<file path="src/rtl/round_sequencer.sv">
// rtl/round_sequencer.sv - game-round controller: show, aim, judge, result, game over
module round_sequencer #(
    parameter int SHOW_TICKS   = 20,
    parameter int AIM_TICKS    = 200,
    parameter int RESULT_TICKS = 10,
    parameter int MAX_MISSES   = 3,
    parameter int SCORE_W      = 8
) (
    input  logic               clk,
    input  logic               reset,
    input  logic               tick,
    input  logic               start,
    input  logic               fire,
    input  logic [4:0]         shot_x,
    input  logic [4:0]         shot_y,
    input  logic [4:0]         target_x,
    input  logic [4:0]         target_y,
    output logic               result_valid,
    output logic               show_target,
    output logic               aim_active,
    output logic               hit,
    output logic               miss,
    output logic [SCORE_W-1:0] score,
    output logic [3:0]         misses,
    output logic               game_over,
    output logic [2:0]         state
);

    localparam logic [2:0] S_IDLE   = 3'd0;
    localparam logic [2:0] S_SHOW   = 3'd1;
    localparam logic [2:0] S_AIM    = 3'd2;
    localparam logic [2:0] S_JUDGE  = 3'd3;
    localparam logic [2:0] S_RESULT = 3'd4;
    localparam logic [2:0] S_OVER   = 3'd5;

    localparam int MAX_SA = (SHOW_TICKS > AIM_TICKS) ? SHOW_TICKS : AIM_TICKS;
    localparam int MAX_T  = (MAX_SA > RESULT_TICKS) ? MAX_SA : RESULT_TICKS;
    localparam int CNT_W  = $clog2(MAX_T + 1);

    // Each phase ends on the tick that brings the count up to its length.
    localparam logic [CNT_W-1:0]   SHOW_LAST   = CNT_W'(SHOW_TICKS - 1);
    localparam logic [CNT_W-1:0]   AIM_LAST    = CNT_W'(AIM_TICKS - 1);
    localparam logic [CNT_W-1:0]   RESULT_LAST = CNT_W'(RESULT_TICKS - 1);
    localparam logic [SCORE_W-1:0] SCORE_MAX   = '1;
    localparam logic [3:0]         MISS_LIMIT  = 4'(MAX_MISSES);

    logic [2:0]       state_nxt;
    logic [CNT_W-1:0] cnt_q;
    logic             counting;
    logic             rv_nxt;
    logic             clear_game;
    logic             fired_q;
    logic [4:0]       shot_x_q;
    logic [4:0]       shot_y_q;
    logic             hit_flag_q;
    logic             judge_hit;

    assign counting  = (state == S_SHOW) || (state == S_AIM) || (state == S_RESULT);
    assign judge_hit = fired_q && (shot_x_q == target_x) && (shot_y_q == target_y);

    // Next-state decision, plus the round-start pulse and game-clear strobes.
    always_comb begin
        state_nxt  = state;
        rv_nxt     = 1'b0;
        clear_game = 1'b0;
        case (state)
            S_IDLE, S_OVER: begin
                if (start) begin
                    state_nxt  = S_SHOW;
                    rv_nxt     = 1'b1;
                    clear_game = 1'b1;
                end
            end
            S_SHOW: begin
                if (tick && cnt_q == SHOW_LAST) state_nxt = S_AIM;
            end
            S_AIM: begin
                // A shot in the same cycle as the timeout tick still counts as fired.
                if (fire || (tick && cnt_q == AIM_LAST)) state_nxt = S_JUDGE;
            end
            S_JUDGE: state_nxt = S_RESULT;
            S_RESULT: begin
                if (tick && cnt_q == RESULT_LAST) begin
                    if (misses == MISS_LIMIT) begin
                        state_nxt = S_OVER;
                    end else begin
                        state_nxt = S_SHOW;
                        rv_nxt    = 1'b1;
                    end
                end
            end
            default: state_nxt = S_IDLE;
        endcase
    end

    // State register and phase tick counter, cleared on every transition.
    always_ff @(posedge clk or posedge reset) begin
        if (reset) begin
            state <= S_IDLE;
            cnt_q <= '0;
        end else begin
            state <= state_nxt;
            if (state_nxt != state) cnt_q <= '0;
            else if (tick && counting) cnt_q <= cnt_q + 1'b1;
        end
    end

    // Registered one-cycle pulse that advances the target generator.
    always_ff @(posedge clk or posedge reset) begin
        if (reset) result_valid <= 1'b0;
        else       result_valid <= rv_nxt;
    end

    // Latch the shot when leaving AIM; a timeout leaves the fired flag clear.
    always_ff @(posedge clk or posedge reset) begin
        if (reset) begin
            fired_q  <= 1'b0;
            shot_x_q <= '0;
            shot_y_q <= '0;
        end else if (state == S_AIM && state_nxt == S_JUDGE) begin
            fired_q <= fire;
            if (fire) begin
                shot_x_q <= shot_x;
                shot_y_q <= shot_y;
            end
        end
    end

    // Judge the round against the current target and update score or misses.
    always_ff @(posedge clk or posedge reset) begin
        if (reset) begin
            score      <= '0;
            misses     <= '0;
            hit_flag_q <= 1'b0;
        end else if (clear_game) begin
            score  <= '0;
            misses <= '0;
        end else if (state == S_JUDGE) begin
            hit_flag_q <= judge_hit;
            if (judge_hit) begin
                if (score != SCORE_MAX) score <= score + 1'b1;
            end else begin
                misses <= misses + 4'd1;
            end
        end
    end

    assign show_target = (state == S_SHOW);
    assign aim_active  = (state == S_AIM);
    assign game_over   = (state == S_OVER);
    assign hit         = (state == S_RESULT) && hit_flag_q;
    assign miss        = (state == S_RESULT) && !hit_flag_q;

endmodule

</file>
<file path="config.mk">
export PLATFORM = sky130hd
export DESIGN_NAME = round_sequencer
export DESIGN_NICKNAME = d
export VERILOG_FILES = /design/src/rtl/round_sequencer.sv
export SDC_FILE = /design/constraint.sdc
export NUM_CORES = 1
export LEC_CHECK = 0
export ABC_AREA = 1
export ABC_CLOCK_PERIOD_IN_PS = 1950
export CAP_MARGIN = 10
export CORE_ASPECT_RATIO = 2
export CORE_MARGIN = 5
export CORE_UTILIZATION = 50
export DETAILED_ROUTE_END_ITERATION = 6
export PLACE_DENSITY_LB_ADDON = 0.25
export SKIP_LAST_GASP = 1
export SLEW_MARGIN = 20
export SYNTH_ARGS = -nofsm -noshare
export SYNTH_HDL_FRONTEND = slang
export SYNTH_SLANG_ARGS = --single-unit
</file>
<file path="constraint.sdc">
create_clock -name clk -period 1.95 [get_ports clk]
set_input_delay 0.4875 -clock clk [delete_from_list [all_inputs] [get_ports clk]]
set_output_delay 0.4875 -clock clk [all_outputs]
set_load 0.01 [all_outputs]
</file>
# --- Yosys cells after proc, flatten, opt, wreduce, memory -nomap -nowiden ---
# Cells that the tools add are included.
classes:
  addsub: 3
  eq_ne: 15
  n_mux: 20
  n_bitwise: 1
  reduce_logical: 23
ops:
  columns: ["cell", "n"]
  rows:
  - ["two-way mux 8 bit", 6]
  - ["adder 8 x 1 -> 8 bit, second input constant", 2]
  - ["two-way mux 3 bit", 5]
  - ["one-hot mux 3 bit (5 select lines)", 1]
  - ["two-way mux 4 bit", 3]
  - ["equality test 5 bit", 2]
  - ["equality test 3 x 2 -> 1 bit, second input constant", 3]
  - ["logical AND 1 bit", 9]
  - ["equality test 8 x 4 -> 1 bit, second input constant", 1]
  - ["equality test 8 x 5 -> 1 bit, second input constant", 1]
  - ["equality test 8 bit, second input constant", 1]
  - ["!= test 8 bit, second input constant", 1]
  - ["nonzero test 2 bit", 4]
  - ["equality test 3 bit, second input constant", 2]
  - ["AND reduction 2 bit", 3]
  - ["adder 4 x 1 -> 4 bit, second input constant", 1]
  - ["equality test 4 x 2 -> 1 bit, second input constant", 1]
  - ["two-way mux 1 bit", 4]
  - ["equality test 3 x 1 -> 1 bit, second input constant", 1]
  - ["zero test 3 bit", 1]
  - ["logical OR 1 bit", 3]
  - ["!= test 3 bit", 1]
  - ["AND reduction 3 bit", 1]
  - ["!= test 2 bit, second input constant", 1]
  - ["4 further kinds", 4]
totals:
  ff_bits: 36

# --- Logic depth before layout (Yosys ltp) ---
depth:
  ltp_word: 8
  ltp_mapped: 12
  ltp_nobuf: 12

# --- Worst setup path after synthesis ---
# OpenSTA, ideal clock, no wires.
synth_timing:
  path_type: "register -> register"
  start: "register score[0]"
  end: "register score[0]"
  t_arrival_ns: 1.455
  required_time_ns: 1.876
  path_slack_ns: 0.421
  stages_incl_launch_ff: 9
  path_buffers: 1
  synth_period_minus_slack_ns: 1.529
  path_cell_list: "dfrtp_1 -> ha_1 -> nand4_2 -> nor3b_2 -> o21ai_2 -> nand2_2 -> buf_6 -> nand2_1 -> o21ai_2"
synth_via:
  elab_chain_len: 5
  elab_cells_between_ends: 8
synth_lines:
  columns: ["item", "line_no", "text"]
  rows:
  - ["start, declared", "23", "output logic [SCORE_W-1:0] score,"]
  - ["start signal, assigned", "141", "if (score != SCORE_MAX) score <= score + 1'b1;"]
  - ["adder 8 x 1 -> 8 bit", "141", null]
  - ["two-way mux 8 bit", "141", null]
  - ["two-way mux 8 bit", "140", "if (judge_hit) begin"]
  - ["two-way mux 8 bit", "138", "end else if (state == S_JUDGE) begin"]
  - ["two-way mux 8 bit", "135", "end else if (clear_game) begin"]
# Several ways; a longest one is shown, not always the timed one. The select of a mux whose other input is x is not followed.
# A chain may end at the register's enable or synchronous reset.

# --- Final worst setup path ---
layout_timing:
  start: "register state[0]"
  end: "output port aim_active"
layout_via:
  elab_chain_len: 1
layout_lines:
  columns: ["item", "line_no", "text"]
  rows:
  - ["start, declared", "26", "output logic [2:0] state"]
  - ["start signal, assigned", "102", "state <= state_nxt;"]
  - ["equality test 3 x 2 -> 1 bit", "149", "assign aim_active = (state == S_AIM);"]
  - ["end, declared", "20", "output logic aim_active,"]
# Every way passes these cells.

==> results.md <==
- Status: completed
- RePlAce Congestion: 0.9348
- Later-pin clock latency in the skew report: 0.29 ns
- CTS root buffer: clkbuf_8
- YS warnings: 0
- CTS buffer count: 5
- H-tree depth: 2
- RSZ-0062 raised after global routing: yes
- Inserted Diodes: 0
- Layout cells sized above 1: 0.1903
- DIE AREA: 5750 um^2
- Clock skew: 0.005389 ns
- Final hold slack: 0.5289 ns
- Die Height: 102.4 um
- Vias post-DR: 1930
- CP Cell Sequence: buf_4 -> nor2_1 -> nand2_2 -> inv_2 -> dlygate4sd2_1
- R2R Path End: cnt_q[6]
- Clock-pin slew on the worst setup and hold paths: 0.07 ns
- Syn avg cell area: 7.985 um^2
- Layout Utilization: 0.6815
- Largest net degree at the start of global routing: 37
- Syn Nets: 296
- Drt total wl: 5002 um
- Crit end category: output port
- Hold buffer count at cts: 0
- First-pass GRT wire length: 8404 um
- # rows: 33
- DRC: 0
- Buffers on Ports: 45
- Worst r2r path cells: 11
- Clock Sinks: 36
- Vias/cell: 5.039
- CTS tree: yes
- Worst Hold Class: flop to flop
- Distinct cell type count after synthesis: 30
- Max VDD drop: 0.8936 mV
- Gate Count Post-Synth: 267
- Initial core utilization: 0.5164
- Max Freq: 522.6 MHz
- PwrDens: 719.9 nW/um^2
- Worst Setup Start Kind: flop
- Reg-to-reg setup timing slack: 0.23 ns
- CTS max path bufs: 2
- Crit share post-route: 0.9813
- Worst Path Required: 1.46 ns
- Flops & latches, synth: 36
- Max_cap viols: 0
- Critical path fanouts, max: 3
- Drt initial violations: 55
- Fillers: 362
- CP max stage cell: dfrtp_1
- Minimum clock period: 1.914 ns
- Worst r2r src: state[0]
- Die Wd: 56.18 um
- LEAKAGE: 1.452 nW
- Remaining antenna violation count: 0
- Fin. max-slew vios: 0
- Core Region: 4129 um^2
- Crit path largest cell delay: 0.40 ns
- Routed len/inst: 13.06 um
- Max_slew headroom: 0.6905
- Crit path kind: flop to output port
- Final Hold Vio Count: 0
- Setup-failing EPs final: 0
- Fin nets: 360
- Seq/Total Area, Yosys: 0.4225
- DP HPWL: 3868 um
- Hold path startpoint: score[6]
- Total grt overflow: 0
- Hold path depth: 2
- Pre-antenna DRT Iters: 4
- Synthesized area: 2132 um^2
- Global-route usage over all layers: 0.1880
- Hold Path Sink: score[6]
- Worst slew pin tran: 0.4642 ns
- Io pins: 46
- Synth-to-Final Area Change: 31.98%
- Critical path arrival: 1.43 ns
- Vias in the first global route: 1943
- Initial antenna violation count: 0
==> metrics by stage <==
step	setup slack, ns	setup TNS (ns)	power (mW)	cells	area [um^2]
finish	0.03643	0	2.026	383	2814
global route	-0.04255	-0.04255	2.171	383	2814
CTS	-0.01654	-0.01654	2.046	383	2811
detailed placement	-0.1646	-2.060	1.523	372	2710
global placement	-0.1418	-1.771	1.513	372	2710
floorplan	0.4211	0	1.256	267	2132
==> what timing repair did <==
action                     CTS  global route
resized for setup            5             8
cloned                       0             0
setup buffers                4             0
pin swaps                    0             0
setup endpoints to repair    5            12
==> synthesized netlist by cell type (all sizes together) <==
| master | count | area share |
|---|---|---|
| nor2 | 31 | 0.058 |
| xnor2 | 3 | 0.012 |
| o21ai | 16 | 0.053 |
| xor2 | 11 | 0.045 |
| ha | 4 | 0.023 |
| dfrtp | 36 | 0.42 |
| nor3 | 4 | 0.014 |
| or2 | 3 | 0.0088 |
| a21oi | 7 | 0.018 |
| clkbuf | 1 | 0.0018 |
| mux2 | 6 | 0.032 |
| nand4 | 8 | 0.029 |
| inv | 39 | 0.069 |
| a21o | 1 | 0.0035 |
| nand3 | 21 | 0.054 |
| nor3b | 1 | 0.0059 |
| buf | 2 | 0.0076 |
| o22ai | 1 | 0.0029 |
| nor4 | 1 | 0.0029 |
| nand2 | 71 | 0.14 |
==> cells by family after synthesis <==
family	Yosys count	synth area share
flops	36	0.4225
xor+xnor	14	0.05751
fa+ha+maj	4	0.02348
compound gates	25	0.07806
simple gates	140	0.3087
buf+inv	42	0.07805
mux	6	0.03169
==> flip-flops by register name, indices dropped and copies added (netlist names) <==
| signal | cells |
|---|---|
| fired_q | 1 |
| result_valid | 1 |
| cnt_q | 8 |
| shot_x_q | 5 |
| shot_y_q | 5 |
| misses | 4 |
| hit_flag_q | 1 |
| score | 8 |
| state | 3 |
==> routing by layer <==
metal | up-vias | track usage | wire, um
li1 | 979 | - | -
met1 | 901 | 0.1865 | 1849
met2 | 37 | 0.3625 | 2832
met3 | 13 | 0.03413 | 150
met4 | 0 | 0.09872 | 170
met5 | - | 0 | 0
==> placed cells by master (no fill, tap or decap), types with 7 or more instances in the layout <==
cell,count
clkdlybuf4s50_1,39
xor2_1,11
dfrtp_1,36
inv_1,34
o21ai_0,7
buf_4,15
nand2_1,65
o21ai_2,9
nor2_1,28
nand3_1,19
==> cell type report <==
type                       instances  area [um^2]  share of cell area
clock buffer                       6        72.57             0.02579
tap                               52        65.06             0.02312
timing repair buffer              60        551.8              0.1961
sequential                        36        900.9              0.3201
inverter                          39        146.4             0.05202
multi-input combinational        189         1072              0.3811
clock inverter                     1        5.005            0.001779
==> worst max path at each step <==
stage	slack, ns	cells after the start	to	startpoint
finish	0.04	5	aim_active	state[0]
global route	-0.04	5	aim_active	state[0]
detailed placement	-0.16	10	score[2]	target_x[0]
CTS	-0.02	5	aim_active	state[0]
floorplan	0.42	8	score[0]	score[0]
global placement	-0.14	10	score[4]	target_x[0]
==> report_power, final <==
group | switching (mW) | internal, mW
clock network | 0.258 | 0.243
registers | 0.0800 | 0.814
logic | 0.333 | 0.298
total | 0.671 | 1.35
==> worst max-delay path: cells and delay by family (launching register included) <==
family,cells,cell delay (ns)
buf+inv,3,0.50
flops,1,0.40
simple gates,2,0.23
(Power assumes the default switching activity.)
